==> src/rtl/fpu_pkg.sv <==
// Shared types and constants for the FP32 square-root result path.
// Operand classes, flag bit positions and special encodings.
package fpu_pkg;

  typedef enum logic [2:0] {
    SQRT_NORMAL  = 3'd0,
    SQRT_ZERO    = 3'd1,
    SQRT_INF     = 3'd2,
    SQRT_QNAN    = 3'd3,
    SQRT_INVALID = 3'd4
  } sqrt_class_t;

  localparam int FLAG_NV = 4;
  localparam int FLAG_DZ = 3;
  localparam int FLAG_OF = 2;
  localparam int FLAG_UF = 1;
  localparam int FLAG_NX = 0;

  localparam logic [31:0] FP32_QNAN = 32'h7FC0_0000;
  localparam logic [31:0] FP32_PINF = 32'h7F80_0000;

  // Legacy integrations expect an all-ones NaN instead of the canonical quiet NaN.
  function automatic logic [31:0] nan_encoding(input bit canonical);
    return canonical ? FP32_QNAN : 32'hFFFF_FFFF;
  endfunction

endpackage

==> src/rtl/fpu_sqrt_round_if.sv <==
// Handshake and result bundle between the sqrt core, the rounding stage and writeback.
interface fpu_sqrt_round_if;
  import fpu_pkg::*;

  logic        in_valid;
  logic        in_ready;
  sqrt_class_t in_class;
  logic        in_sign;
  logic [7:0]  in_exp;
  logic [24:0] in_root;
  logic        in_rem_nz;
  logic        out_valid;
  logic        out_ready;
  logic [31:0] out_result;
  logic [4:0]  out_flags;
  logic [4:0]  fflags;
  logic        fflags_clear;

  modport slave (
    input  in_valid, in_class, in_sign, in_exp, in_root, in_rem_nz, out_ready, fflags_clear,
    output in_ready, out_valid, out_result, out_flags, fflags
  );

  modport master (
    output in_valid, in_class, in_sign, in_exp, in_root, in_rem_nz, out_ready, fflags_clear,
    input  in_ready, out_valid, out_result, out_flags, fflags
  );

endinterface

==> src/rtl/fpu_result_fifo.sv <==
// Two-entry in-order valid/ready FIFO; push ready ignores pop ready so the
// producer never combinationally depends on writeback.
module fpu_result_fifo #(
  parameter int WIDTH = 37
) (
  input  logic             clk,
  input  logic             rst,
  input  logic             push_vld_i,
  output logic             push_rdy_o,
  input  logic [WIDTH-1:0] push_dat_i,
  output logic             pop_vld_o,
  input  logic             pop_rdy_i,
  output logic [WIDTH-1:0] pop_dat_o
);

  logic [WIDTH-1:0] mem_q [2];
  logic [WIDTH-1:0] mem_d [2];
  logic             wr_ptr_q, wr_ptr_d;
  logic             rd_ptr_q, rd_ptr_d;
  logic [1:0]       count_q, count_d;
  logic             push;
  logic             pop;

  assign push_rdy_o = !rst && (count_q < 2'd2);
  assign pop_vld_o  = (count_q != 2'd0);
  assign pop_dat_o  = mem_q[rd_ptr_q];
  assign push       = push_vld_i && push_rdy_o;
  assign pop        = pop_vld_o && pop_rdy_i;

  always_comb begin
    mem_d    = mem_q;
    wr_ptr_d = wr_ptr_q;
    rd_ptr_d = rd_ptr_q;
    count_d  = count_q + {1'b0, push} - {1'b0, pop};
    if (push) begin
      mem_d[wr_ptr_q] = push_dat_i;
      wr_ptr_d        = !wr_ptr_q;
    end
    if (pop) begin
      rd_ptr_d = !rd_ptr_q;
    end
  end

  // Storage is cleared too so the head reads as zero straight out of reset.
  always_ff @(posedge clk) begin
    if (rst) begin
      mem_q[0] <= '0;
      mem_q[1] <= '0;
      wr_ptr_q <= 1'b0;
      rd_ptr_q <= 1'b0;
      count_q  <= 2'd0;
    end else begin
      mem_q    <= mem_d;
      wr_ptr_q <= wr_ptr_d;
      rd_ptr_q <= rd_ptr_d;
      count_q  <= count_d;
    end
  end

endmodule

==> src/rtl/fpu_sqrt_round.sv <==
// Round-to-nearest-even and IEEE packing of the sqrt root, buffered in a 2-entry
// FIFO (1-cycle latency, in_ready independent of out_ready), plus sticky fflags.
module fpu_sqrt_round
  import fpu_pkg::*;
#(
  parameter bit CANONICAL_NAN = 1'b1
) (
  input logic            clk,
  input logic            rst,
  fpu_sqrt_round_if.slave io
);

  localparam logic [31:0] NAN_ENC = nan_encoding(CANONICAL_NAN);

  logic [23:0] sig;
  logic        guard;
  logic        lsb;
  logic        rnd_up;
  logic [24:0] sig_sum;
  logic        hidden_unused;
  logic [7:0]  exp_rnd;
  logic [31:0] result;
  logic [4:0]  flags;
  logic [4:0]  new_flags;
  logic [4:0]  fflags_q, fflags_d;
  logic        push_rdy;
  logic        accept;
  logic [36:0] head;

  assign sig    = io.in_root[24:1];
  assign guard  = io.in_root[0];
  assign lsb    = io.in_root[1];
  assign rnd_up = guard && (io.in_rem_nz || lsb);

  // A carry out of the 24-bit significand leaves the fraction at zero and bumps the exponent.
  assign sig_sum       = {1'b0, sig} + {24'd0, rnd_up};
  assign hidden_unused = sig_sum[23];
  assign exp_rnd       = io.in_exp + {7'd0, sig_sum[24]};

  always_comb begin
    result = NAN_ENC;
    flags  = '0;
    case (io.in_class)
      SQRT_NORMAL: begin
        result         = {1'b0, exp_rnd, sig_sum[22:0]};
        flags[FLAG_NX] = guard | io.in_rem_nz;
      end
      SQRT_ZERO: result = {io.in_sign, 31'd0};
      SQRT_INF:  result = FP32_PINF;
      SQRT_QNAN: result = NAN_ENC;
      default: begin
        result         = NAN_ENC;
        flags[FLAG_NV] = 1'b1;
      end
    endcase
  end

  assign accept      = io.in_valid && push_rdy;
  assign new_flags   = accept ? flags : 5'd0;
  assign fflags_d    = io.fflags_clear ? new_flags : (fflags_q | new_flags);
  assign io.in_ready = push_rdy;
  assign io.fflags   = fflags_q;

  always_ff @(posedge clk) begin
    if (rst) begin
      fflags_q <= '0;
    end else begin
      fflags_q <= fflags_d;
    end
  end

  fpu_result_fifo #(
    .WIDTH(37)
  ) u_fifo (
    .clk       (clk),
    .rst       (rst),
    .push_vld_i(io.in_valid),
    .push_rdy_o(push_rdy),
    .push_dat_i({result, flags}),
    .pop_vld_o (io.out_valid),
    .pop_rdy_i (io.out_ready),
    .pop_dat_o (head)
  );

  assign io.out_result = head[36:5];
  assign io.out_flags  = head[4:0];

endmodule

==> src/flat_wrapper.sv <==
// flat-port wrapper written by rule: the top's interface ports become plain ports
module fpu_sqrt_round_flat import fpu_pkg::*;
#(
  parameter bit CANONICAL_NAN = 1'b1
)
  (clk, rst, io_in_valid, io_in_class, io_in_sign, io_in_exp, io_in_root, io_in_rem_nz, io_out_ready, io_fflags_clear, io_in_ready, io_out_valid, io_out_result, io_out_flags, io_fflags);
  fpu_sqrt_round_if io_i ();
  input logic clk;
  input logic rst;
  input wire logic [$bits(io_i.in_valid)-1:0] io_in_valid;
  input wire logic [$bits(io_i.in_class)-1:0] io_in_class;
  input wire logic [$bits(io_i.in_sign)-1:0] io_in_sign;
  input wire logic [$bits(io_i.in_exp)-1:0] io_in_exp;
  input wire logic [$bits(io_i.in_root)-1:0] io_in_root;
  input wire logic [$bits(io_i.in_rem_nz)-1:0] io_in_rem_nz;
  input wire logic [$bits(io_i.out_ready)-1:0] io_out_ready;
  input wire logic [$bits(io_i.fflags_clear)-1:0] io_fflags_clear;
  output wire logic [$bits(io_i.in_ready)-1:0] io_in_ready;
  output wire logic [$bits(io_i.out_valid)-1:0] io_out_valid;
  output wire logic [$bits(io_i.out_result)-1:0] io_out_result;
  output wire logic [$bits(io_i.out_flags)-1:0] io_out_flags;
  output wire logic [$bits(io_i.fflags)-1:0] io_fflags;
  assign io_i.in_valid = io_in_valid;
  assign io_i.in_class = io_in_class;
  assign io_i.in_sign = io_in_sign;
  assign io_i.in_exp = io_in_exp;
  assign io_i.in_root = io_in_root;
  assign io_i.in_rem_nz = io_in_rem_nz;
  assign io_i.out_ready = io_out_ready;
  assign io_i.fflags_clear = io_fflags_clear;
  assign io_in_ready = io_i.in_ready;
  assign io_out_valid = io_i.out_valid;
  assign io_out_result = io_i.out_result;
  assign io_out_flags = io_i.out_flags;
  assign io_fflags = io_i.fflags;
  fpu_sqrt_round #(.CANONICAL_NAN(CANONICAL_NAN)) u_core (.clk(clk), .rst(rst), .io(io_i));
endmodule
==> config.mk <==
export PLATFORM = sky130hd
export DESIGN_NAME = fpu_sqrt_round_flat
export DESIGN_NICKNAME = d
export VERILOG_FILES = /design/src/rtl/fpu_pkg.sv /design/src/rtl/fpu_sqrt_round_if.sv /design/src/rtl/fpu_result_fifo.sv /design/src/rtl/fpu_sqrt_round.sv /design/src/flat_wrapper.sv
export SDC_FILE = /design/constraint.sdc
export NUM_CORES = 1
export LEC_CHECK = 0
export CORE_MARGIN = 8
export CORE_UTILIZATION = 25
export CTS_CLUSTER_SIZE = 8
export DETAILED_ROUTE_END_ITERATION = 10
export GPL_ROUTABILITY_DRIVEN = 0
export SYNTH_ARGS = -nofsm -noshare
export SYNTH_HDL_FRONTEND = slang
export SYNTH_SLANG_ARGS = --single-unit
==> constraint.sdc <==
create_clock -name clk -period 3.42 [get_ports clk]
set_input_delay 0.513 -clock clk [delete_from_list [all_inputs] [get_ports clk]]
set_output_delay 0.513 -clock clk [all_outputs]
set_load 0.05 [all_outputs]
## Yosys cells after proc, flatten, opt, wreduce, memory -nomap -nowiden

Cells that the tools add are included.

- Memories kept: 0
- Bits in registers: 83
- Output and inout bits: 44
- ROM bits: 0
- Latch bits: 0
- Memory bits (writable): 0
- Logic and storage cells: 44
- Input bits: 43

- Eq/ne operators: 3
- Bitwise logic cells: 4
- $add $sub $neg: 4
- Mux-type cells: 11
- $lt $le $gt $ge: 4
- $mul: 0
- Divide/modulo/power cells: 0
- Shifts and indexed selects: 0
- Reduce and logical (&&, ||, !) cells: 12

Operators with widths:

| cell | count |
|---|---|
| $mux 37 | 4 |
| $pmux 32 s3 | 1 |
| $bwmux 74 | 1 |
| $demux 37 s1 | 1 |
| $add 24x1->25 | 1 |
| $mux 5 | 2 |
| $add 8x1->8 | 1 |
| $eq 3x2->1 const B | 2 |
| $logic_and 1x1->1 | 5 |
| $or 5x5->5 | 1 |
| $ge 2x2->1 const B | 2 |
| $not 1->2 | 2 |
| $reduce_or 4->1 | 1 |
| $eq 3x1->1 const B | 1 |
| $logic_not 1->1 | 3 |
| $logic_not 3->1 | 1 |
| $add 2x1->2 | 1 |
| $lt 2x1->1 const B | 1 |
| $lt 2x2->1 const B | 1 |
| $mux 1 | 2 |
| $reduce_bool 2->1 | 1 |
| $sub 2x1->2 | 1 |
| $logic_or 1x1->1 | 1 |
| $or 1x1->1 | 1 |

## Depth between registers and ports, before layout

Gate-level depths: netlist of the first run.

- Depth in word-level cells: 6
- Mapped depth: 13
- Mapped depth without buffers: 13

## Modules after synthesis

From an unflattened synthesis of the first run, not the netlist that was laid out.

- Cell total of the unflattened synthesis: 537
- Area, all modules: 4,235.3 um^2

Modules (own cells, without submodules):

| module | cells each | instances | sequential area each (um^2) | area an instance (um^2) |
|---|---|---|---|---|
| fpu_result_fifo | 389 | 1 | 1,561.5 | 3,255.6 |
| fpu_sqrt_round | 148 | 1 | 40.0 | 979.7 |

## Worst setup path before layout of the first run

OpenSTA, ideal clock, no wires.

- Path type: input to register
- Start: input io_in_rem_nz
- End: register u_core.u_fifo.mem_q[71] (netlist name)
- Setup slack: 268 ps
- Data required time: 3,342 ps
- Path buffers: 0
- Cell stages on the path: 13
- Setup time: 78 ps
- Arrival: 3,074 ps
- Cell sequence: o21a_1 -> ha_1 -> ha_1 -> inv_1 -> nor4_1 -> nand3_1 -> nor2_1 -> ha_1 -> ha_1 -> or3b_2 -> mux2i_1 -> nor3_1 -> nor3_1

- Cells in the longest elaborated chain, start to end: 6

RTL lines:

| item | RTL line | source |
|---|---|---|
| start: declaration | flat_wrapper.sv:15 | `input wire logic [$bits(io_i.in_rem_nz)-1:0] io_in_rem_nz;` |
| $logic_or 1x1->1 | fpu_sqrt_round.sv:33 | `assign rnd_up = guard && (io.in_rem_nz \|\| lsb);` |
| $logic_and 1x1->1 | fpu_sqrt_round.sv:33 |  |
| $add 24x1->25 | fpu_sqrt_round.sv:36 | `assign sig_sum = {1'b0, sig} + {24'd0, rnd_up};` |
| $add 8x1->8 | fpu_sqrt_round.sv:38 | `assign exp_rnd = io.in_exp + {7'd0, sig_sum[24]};` |
| $pmux 32 s3 | fpu_sqrt_round.sv:43 | `case (io.in_class)` |
| $bwmux 74 | fpu_result_fifo.sv:36 | `mem_d[wr_ptr_q] = push_dat_i;` |
| end signal: assignment | fpu_result_fifo.sv:53 | `mem_q <= mem_d;` |
| end: declaration | fpu_result_fifo.sv:16 | `logic [WIDTH-1:0] mem_q [2];` |

Every way passes these cells.
A chain may end at the register's enable or synchronous reset.

## Final worst setup path of the first run

- Start: input io_in_root[1]
- End: register u_core.u_fifo.mem_q[71] (netlist name)

- Cells in the longest elaborated chain, start to end: 6

RTL lines:

| item | RTL line | source |
|---|---|---|
| start: declaration | flat_wrapper.sv:14 | `input wire logic [$bits(io_i.in_root)-1:0] io_in_root;` |
| $logic_or 1x1->1 | fpu_sqrt_round.sv:33 |  |
| $logic_and 1x1->1 | fpu_sqrt_round.sv:33 |  |
| $add 24x1->25 * | fpu_sqrt_round.sv:36 |  |
| $add 8x1->8 * | fpu_sqrt_round.sv:38 |  |
| $pmux 32 s3 * | fpu_sqrt_round.sv:43 |  |
| $bwmux 74 * | fpu_result_fifo.sv:36 |  |

Every way passes the cells marked *; elsewhere a longest branch is shown, timed or not.

==> impl_metrics.py, run 1 <==
metrics = {
    "yosys": {
        "synth_xor_area_frac": 0.0408,
        "postSynthCellCount": 457,
        "synth-seq-cells": 74,
        "synth.avg_cell_area_sq_um": 8.46,
        "synth-main-ff-cell": "dfxtp_1",
        "yosys.area_share.simple": 0.263,
        "ys_warn_count": 0,
        "muxShareOfSynthArea": 0.0987,
        "synth_top_family_by_area": "simple AND/OR/NAND/NOR gates",
        "yosysSeqAreaShare": 0.383,
        "synth_edf_count": 0,
        "ys_types": 53,
        "yosys.area_share.adder": 0.0194,
        "async_reset_ff_frac": 0,
        "synth.cell_area_sq_um": 3870,
        "synth_compound_area_frac": 0.144,
    },
    "cts": {
        "cts_hold_buf": 0,
        "cts_max_path_buffers": 2,
        "ctsResizeCount": 0,
        "postCtsSetupBuffers": 0,
        "htree_levels": 3,
        "path_clk_slew_ns": 0.06,
        "clock-root-buffer": "clkbuf_16",
        "numClockSinks": 74,
        "tritoncts": "done",
        "numCtsBuffers": 9,
        "clk_latency_ns": 0.34,
    },
    "power_and_ir_drop": {
        "ir_worst_vdd_mv": 0.244,
        "power.share.clock": 0.342,
        "p_seq_frac": 0.369,
        "cellInternalPower_uw": 1720,
        "swShare": 0.334,
        "p_comb_frac": 0.289,
        "powerDensity_nw_per_um2": 487,
        "p_sw_uw": 860,
        "power_leakage_uw": 0.00191,
    },
    "worst_setup_path": {
        "reg2reg_to": "u_core.u_fifo.mem_q[61]",
        "reg2reg_depth": 5,
        "rrSetupSlack_ns": 1.44,
        "cp_slowest_cell": "clkdlybuf4s50_1",
        "path_buf_inv": 2,
        "critical-path-top-delay-family": "simple AND/OR/NAND/NOR gates",
        "worstPathMaxFanout": 2,
        "cp-start-kind": "input port",
        "cpMostUsedCell": "ha_1",
        "crit_arrival_ns": 3.41,
        "endpoint_kind": "register",
        "cp_data_required_time_ns": 3.69,
        "cp_num_cells": 14,
        "critPathKind": "input port to register",
        "critical-path-max-stage-delay_ns": 0.48,
        "rr_startpoint": "u_core.u_fifo.count_q[1]",
        "path_cells": "clkdlybuf4s50_1, o21a_1, ha_1, ha_1, inv_1, nor4_2, nand3_1, nor2_1, ha_1, ha_1, or3b_2, mux2i_1, nor3_1, nor3_1",
    },
    "final_layout": {
        "area_delta_synth_final_pct": 36.8,
        "drive_above_1_share": 0.165,
        "final_area_sq_um": 5290,
        "n_fill_cell": 1541,
        "antenna_cells": 0,
        "finish.net_count": 596,
        "fin_util": 0.349,
    },
    "grt": {
        "antenna_found_initial": 0,
        "track_usage": 0.128,
        "grt_first_pass_wirelength_mm": 20.1,
        "globalRoute.totalOverflow": 0,
        "grt_pass1_vias": 3882,
        "grt_max_degree": 33,
    },
    "timing": {
        "hold_viol": 0,
        "timing.final.crit_share": 0.919,
        "slew_violations": 0,
        "rsz0062_at_grt": "no",
        "worstMarginPinSlew_ns": 1.05,
        "period_needed_ns": 3.14,
        "fmax_mhz": 318,
        "setup_viol": 0,
        "clock_skew_ns": 0.00231,
        "fin_tns_setup_ns": 0,
        "slew_headroom": 0.302,
    },
    "flow_run": {
        "drv_cap": 0,
    },
    "status": {
        "status": "finished, final reports clean",
    },
    "placed_design": {
        "post-dp-hpwl_mm": 9.11,
        "placed_area_sq_um": 5000,
        "port_buffers": 80,
    },
    "drt": {
        "vias": 3724,
        "drtAntennaViolNets": 0,
        "viasPerCell": 5.03,
        "wirelength_mm": 12.4,
        "drc": 0,
        "drt_iter0_drc": 245,
        "wire_per_inst_um": 16.7,
        "firstDrtPassIters": 5,
    },
    "hold_path": {
        "hold-path-cell-count": 2,
        "hold_start": "u_core.u_fifo.mem_q[16]",
        "min_path_type": "register to register",
        "min_to": "u_core.u_fifo.mem_q[16]",
    },
    "die": {
        "rows": 45,
        "fp.dieArea_sq_um": 19700,
        "start_util": 0.255,
        "io_pins": 87,
        "die_x_um": 140,
        "dieHeight_um": 140,
        "core_sq_um": 15100,
    },
}
==> synth_stat cells (3+ instances only) <==
library cell,instances,area [sq um]
o21ai_0,27,135
o211ai_1,13,97.6
mux2_2,33,372
xnor2_1,14,123
ha_1,6,75.1
nor2_1,26,97.6
nor3_1,11,55.1
o31ai_1,7,52.6
xor2_1,4,35.0
nor4_1,6,37.5
a21oi_1,10,50.1
inv_1,8,30.0
nand4_1,8,50.1
a21boi_0,4,30.0
dfxtp_1,74,1480
nand3_1,58,290
and4_1,4,35.0
clkbuf_1,26,97.6
buf_4,6,45.0
or4_1,13,97.6
o21a_1,3,22.5
a211oi_1,5,37.5
nand2_1,53,199
==> through the flow <==
step / setup slack [ns] / hold WS (ns) / std cells / power [uW]
CTS: 0.214 / 0.452 / 740 / 2610
detailed placement: -0.118 / 0.436 / 724 / 1720
global route: 0.0185 / 0.477 / 740 / 2710
global placement: -0.0622 / 0.432 / 724 / 1710
floorplan: 0.268 / 0.420 / 462 / 1430
finish: 0.277 / 0.449 / 740 / 2580
==> how the worst max path moves through the flow <==
stage,startpoint,end,slack [ns]
6_report,io_in_root[1],u_core.u_fifo.mem_q[71],0.28
3_3_place_gp,io_in_rem_nz,u_core.u_fifo.mem_q[71],-0.06
3_5_place_dp,io_in_root[1],u_core.u_fifo.mem_q[71],-0.12
4_1_cts,io_in_root[1],u_core.u_fifo.mem_q[71],0.21
5_1_grt,io_in_root[1],u_core.u_fifo.mem_q[71],0.02
2_1_floorplan,io_in_rem_nz,u_core.u_fifo.mem_q[71],0.27
==> layer usage <==
| layer | wire, um | track usage | part of all wire |
|---|---|---|---|
| met1 | 5490 | 0.154 | 0.44 |
| met4 | 191 | 0.0537 | 0.015 |
| met2 | 5990 | 0.214 | 0.48 |
| met3 | 686 | 0.0326 | 0.056 |
| met5 | 0 | 0 | 0 |
==> power groups by stage <==
stage	clock network [uW]	logic, uW	registers (uW)
global route	950	799	956
floorplan	0	474	959
global placement	0	743	966
finish	881	746	950
CTS	906	755	951
detailed placement	0	751	970
==> logic make-up after synthesis <==
| group | count (synthesis) |
|---|---|
| flops | 74 |
| compound gates | 84 |
| fa+ha+maj | 6 |
| xor+xnor | 18 |
| other cells | 1 |
| simple gates | 196 |
| buf+inv | 44 |
| mux | 34 |
==> final cells by class <==
class                           count  area, sq um  area share
Tap cell                          188          235      0.0445
Multi-Input combinational cell    344         2230       0.421
Timing Repair Buffer              110         1030       0.195
Inverter                            8         30.0     0.00568
Clock inverter                      6         42.5     0.00804
Sequential cell                    74         1480       0.280
Clock buffer                       10          239      0.0452
==> sequential cells by signal, indices dropped and copies added (netlist names) <==
| signal | flops |
|---|---|
| u_core.u_fifo.mem_q | 68 |
| u_core.io.fflags | 2 |
| u_core.u_fifo.count_q | 2 |
| u_core.u_fifo.rd_ptr_q | 1 |
| u_core.u_fifo.wr_ptr_q | 1 |
==> cells in the final DEF (no fill, tap or decap), drive strengths merged, types with 2 or more instances in the layout <==
cell,synthesis,layout
a31o,2,2
a211oi,5,5
o31a,2,2
a221o,2,2
o21ai,27,27
nor4,6,6
nand4,9,9
inv,8,8
clkdlybuf4s50,0,78
conb,1,6
xor2,4,4
nor2,26,26
buf,10,32
mux2,33,33
and3,2,2
nand2,53,53
o211ai,13,13
and4,4,4
clkinvlp,0,5
o31ai,7,7
and2,2,2
nand3,58,58
dfxtp,74,74
xnor2,14,14
a31oi,2,2
ha,6,6
or4,14,14
nor3,11,11
o21a,3,3
a21boi,4,4
a21oi,10,10
clkbuf,26,10
a311oi,2,2
==> tightest hold or removal path: stages, from the launching register on <==
cell and delay, ns:
dfxtp_1 0.32, nand2_1 0.04, o21ai_0 0.05
Power figures use the tool's default switching activity.
==> run 2, diff against run 1 <==
--- a/config.mk
+++ b/config.mk
@@ -5,11 +5,16 @@
 export SDC_FILE = /design/constraint.sdc
 export NUM_CORES = 1
 export LEC_CHECK = 0
+export CELL_PAD_IN_SITES_DETAIL_PLACEMENT = 0
+export CELL_PAD_IN_SITES_GLOBAL_PLACEMENT = 1
 export CORE_MARGIN = 8
 export CORE_UTILIZATION = 25
 export CTS_CLUSTER_SIZE = 8
 export DETAILED_ROUTE_END_ITERATION = 10
 export GPL_ROUTABILITY_DRIVEN = 0
+export PLACE_DENSITY_LB_ADDON = 0.1
+export SLEW_MARGIN = 20
 export SYNTH_ARGS = -nofsm -noshare
 export SYNTH_HDL_FRONTEND = slang
+export SYNTH_HIERARCHICAL = 1
 export SYNTH_SLANG_ARGS = --single-unit
==> run 2 against run 1 <==
  * Cell count rose by 14%
  * Fmax is 0.93% higher
  * Combinational power is 23% lower
  * Critical endpoint is now u_core/u_fifo/mem_q[35]
==> impl_metrics.py, run 2 <==
metrics = {
    "status": {
        "status": "finished, final reports clean",
    },
    "power_and_ir_drop": {
        "p_sw_uw": 777,
        "ir_worst_vdd_mv": 0.229,
        "power_leakage_uw": 0.00193,
        "swShare": 0.314,
        "powerDensity_nw_per_um2": 448,
        "power.share.clock": 0.365,
        "p_seq_frac": 0.404,
        "p_comb_frac": 0.232,
        "cellInternalPower_uw": 1700,
    },
    "drt": {
        "vias": 3869,
        "wirelength_mm": 13.5,
        "wire_per_inst_um": 16.0,
        "drc": 0,
        "viasPerCell": 4.58,
        "firstDrtPassIters": 4,
        "drt_iter0_drc": 152,
        "drtAntennaViolNets": 0,
    },
    "yosys": {
        "yosys.area.top_type": "dfxtp_1",
        "synth_edf_count": 0,
        "yosysSeqAreaShare": 0.378,
        "ys_types": 47,
        "synth.avg_cell_area_sq_um": 7.89,
        "synthTopCellsByCount": "159 x nand2_1, 88 x a21oi_1, 80 x dfxtp_1",
        "synth.most_common_cell": "nand2_1",
        "async_reset_ff_frac": 0,
        "synth-main-ff-cell": "dfxtp_1",
        "postSynthCellCount": 537,
        "synth-seq-cells": 80,
        "synth.cell_area_sq_um": 4240,
        "ys_warn_count": 6,
        "synth_top_area_share": 0.378,
        "synth.area.top_cells": "dfxtp_1 38%, nand2_1 14%, a21oi_1 10%",
    },
    "grt": {
        "globalRoute.totalOverflow": 0,
        "grt_pass1_vias": 3816,
        "grt_max_degree": 83,
        "grt_first_pass_wirelength_mm": 21.1,
        "track_usage": 0.125,
        "antenna_found_initial": 0,
    },
    "worst_setup_path": {
        "worstPathMaxFanout": 3,
        "rrSetupSlack_ns": 1.73,
        "crit_start": "io_in_rem_nz",
        "path_cells": "clkdlybuf4s50_1, o21a_1, ha_1, ha_1, and2_4, nand4_4, or3_1, nor2_1, ha_1, and3_1, nand3_1, xor2_1, o21ai_0, nand2_1, a21oi_1",
        "cp_slowest_cell": "clkdlybuf4s50_1",
        "cp-start-kind": "input port",
        "cp-endpoint": "u_core/u_fifo/mem_q[35]",
        "critical-path-top-delay-family": "simple AND/OR/NAND/NOR gates",
        "path_buf_inv": 1,
        "reg2reg_depth": 4,
        "cpMostUsedCell": "ha_1",
        "rr_startpoint": "u_core/u_fifo/count_q[1]",
        "critical-path-max-stage-delay_ns": 0.47,
        "endpoint_kind": "register",
        "crit_arrival_ns": 3.38,
        "cp_num_cells": 15,
        "cp_data_required_time_ns": 3.69,
        "critPathKind": "input port to register",
        "reg2reg_to": "u_core/u_fifo/mem_q[26]",
    },
    "final_layout": {
        "mostFrequentLayoutCell": "nand2_1",
        "final_area_sq_um": 5530,
        "largest_reg_flops": 74,
        "multi_input_area_sq_um": 2390,
        "antenna_cells": 0,
        "area_delta_synth_final_pct": 30.5,
        "largest_register": "u_core/u_fifo/mem_q",
        "final_cell_mix": "159 x nand2_1, 88 x a21oi_1, 82 x clkdlybuf4s50_1, 79 x dfxtp_1, 37 x mux2_2",
        "ff_latch_area_sq_um": 1600,
        "n_fill_cell": 1804,
        "drive_above_1_share": 0.130,
        "finish.net_count": 668,
    },
    "placed_design": {
        "placed_area_sq_um": 5250,
        "port_buffers": 83,
        "post-dp-hpwl_mm": 9.18,
    },
    "timing": {
        "timing.final.crit_share": 0.910,
        "clock_skew_ns": 0.00662,
        "fmax_mhz": 321,
        "slew_violations": 0,
        "fin_tns_setup_ns": 0,
        "worstMarginPinSlew_ns": 0.882,
        "rsz0062_at_grt": "no",
        "slew_headroom": 0.412,
        "hold_viol": 0,
        "period_needed_ns": 3.11,
        "setup_viol": 0,
    },
    "hold_path": {
        "hold-path-cell-count": 2,
        "min_path_type": "register to register",
        "hold_start": "u_core/u_fifo/mem_q[56]",
    },
    "cts": {
        "ctsResizeCount": 0,
        "cts_max_path_buffers": 2,
        "clock-root-buffer": "clkbuf_16",
        "clk_latency_ns": 0.34,
        "numCtsBuffers": 9,
        "htree_levels": 3,
        "path_clk_slew_ns": 0.06,
        "tritoncts": "done",
        "postCtsSetupBuffers": 0,
        "cts_hold_buf": 0,
        "numClockSinks": 80,
    },
    "die": {
        "core_sq_um": 16600,
        "dieHeight_um": 146,
        "die_x_um": 146,
        "rows": 47,
        "io_pins": 87,
        "start_util": 0.255,
        "fp.dieArea_sq_um": 21400,
    },
    "flow_run": {
        "drv_cap": 0,
    },
}
## run 2: worst reg2reg max path: stages (launching register included)
cell	delay (ns)
dfxtp_1	0.54
nand3b_2	0.41
buf_4	0.40
nand2_1	0.12
a21oi_1	0.15
## run 2: metal layers
metal / GRT usage / share of wire / vias to the layer above
met3: 0.0337 / 0.047 / 12
met2: 0.209 / 0.48 / 69
met1: 0.153 / 0.46 / 1804
met5: 0 / 0 / -
li1: - / - / 1984
met4: 0.0402 / 0.013 / 0
## run 2: cell families after synthesis
| family | synth area share |
|---|---|
| AND/OR/NAND/NOR | 0.261 |
| AO/OA/AOI/OAI | 0.150 |
| flip-flops | 0.378 |
| buffers and inverters | 0.0650 |
| multiplexers | 0.0984 |
| XOR/XNOR | 0.0310 |
| adder cells (fa/ha/maj) | 0.0148 |
| other | 0.000885 |
## run 2: final cells by class
| type | instances | area share |
|---|---|---|
| multi-input cells | 422 | 0.432 |
| inverters | 6 | 0.00408 |
| clock inverters | 4 | 0.00521 |
| clock buffers | 12 | 0.0446 |
| repair buffers | 101 | 0.174 |
| flip-flops and latches | 80 | 0.290 |
| well taps | 220 | 0.0498 |
## run 2: power groups by stage
stage / clock, uW / sequential [uW] / combinational (uW)
6_report: 903 / 999 / 573
5_1_grt: 975 / 1000 / 618
4_1_cts: 948 / 999 / 587
3_5_place_dp: 0 / 1020 / 583
3_3_place_gp: 0 / 1020 / 583
2_1_floorplan: 0 / 1010 / 387
## run 2: per-stage QoR
stage	hold slack, ns	setup slack, ns	util	cells	total power [uW]
3_3_place_gp	0.439	-0.0449	0.317	829	1600
5_1_grt	0.470	0.0281	0.333	845	2600
3_5_place_dp	0.445	-0.129	0.317	829	1600
6_report	0.449	0.306	0.333	845	2480
2_1_floorplan	0.433	0.707	-	545	1400
4_1_cts	0.454	0.223	0.333	845	2530
## run 2: how the worst min path moves through the flow
stage | endpoint | slack (ns)
2_1_floorplan | u_core/u_fifo/mem_q[0] | 0.43
3_3_place_gp | u_core/u_fifo/mem_q[5] | 0.44
3_5_place_dp | u_core/u_fifo/mem_q[63] | 0.44
4_1_cts | u_core/u_fifo/mem_q[63] | 0.45
5_1_grt | u_core/u_fifo/mem_q[56] | 0.47
6_report | u_core/u_fifo/mem_q[56] | 0.45
==> run 3, diff against run 2 <==
--- a/config.mk
+++ b/config.mk
@@ -13,7 +13,7 @@
 export DETAILED_ROUTE_END_ITERATION = 10
 export GPL_ROUTABILITY_DRIVEN = 0
 export PLACE_DENSITY_LB_ADDON = 0.1
-export SLEW_MARGIN = 20
+export SLEW_MARGIN = 10
 export SYNTH_ARGS = -nofsm -noshare
 export SYNTH_HDL_FRONTEND = slang
 export SYNTH_HIERARCHICAL = 1
==> results of run 3 <==
No change in the layout: final DEF, timing and power equal those of run 2.
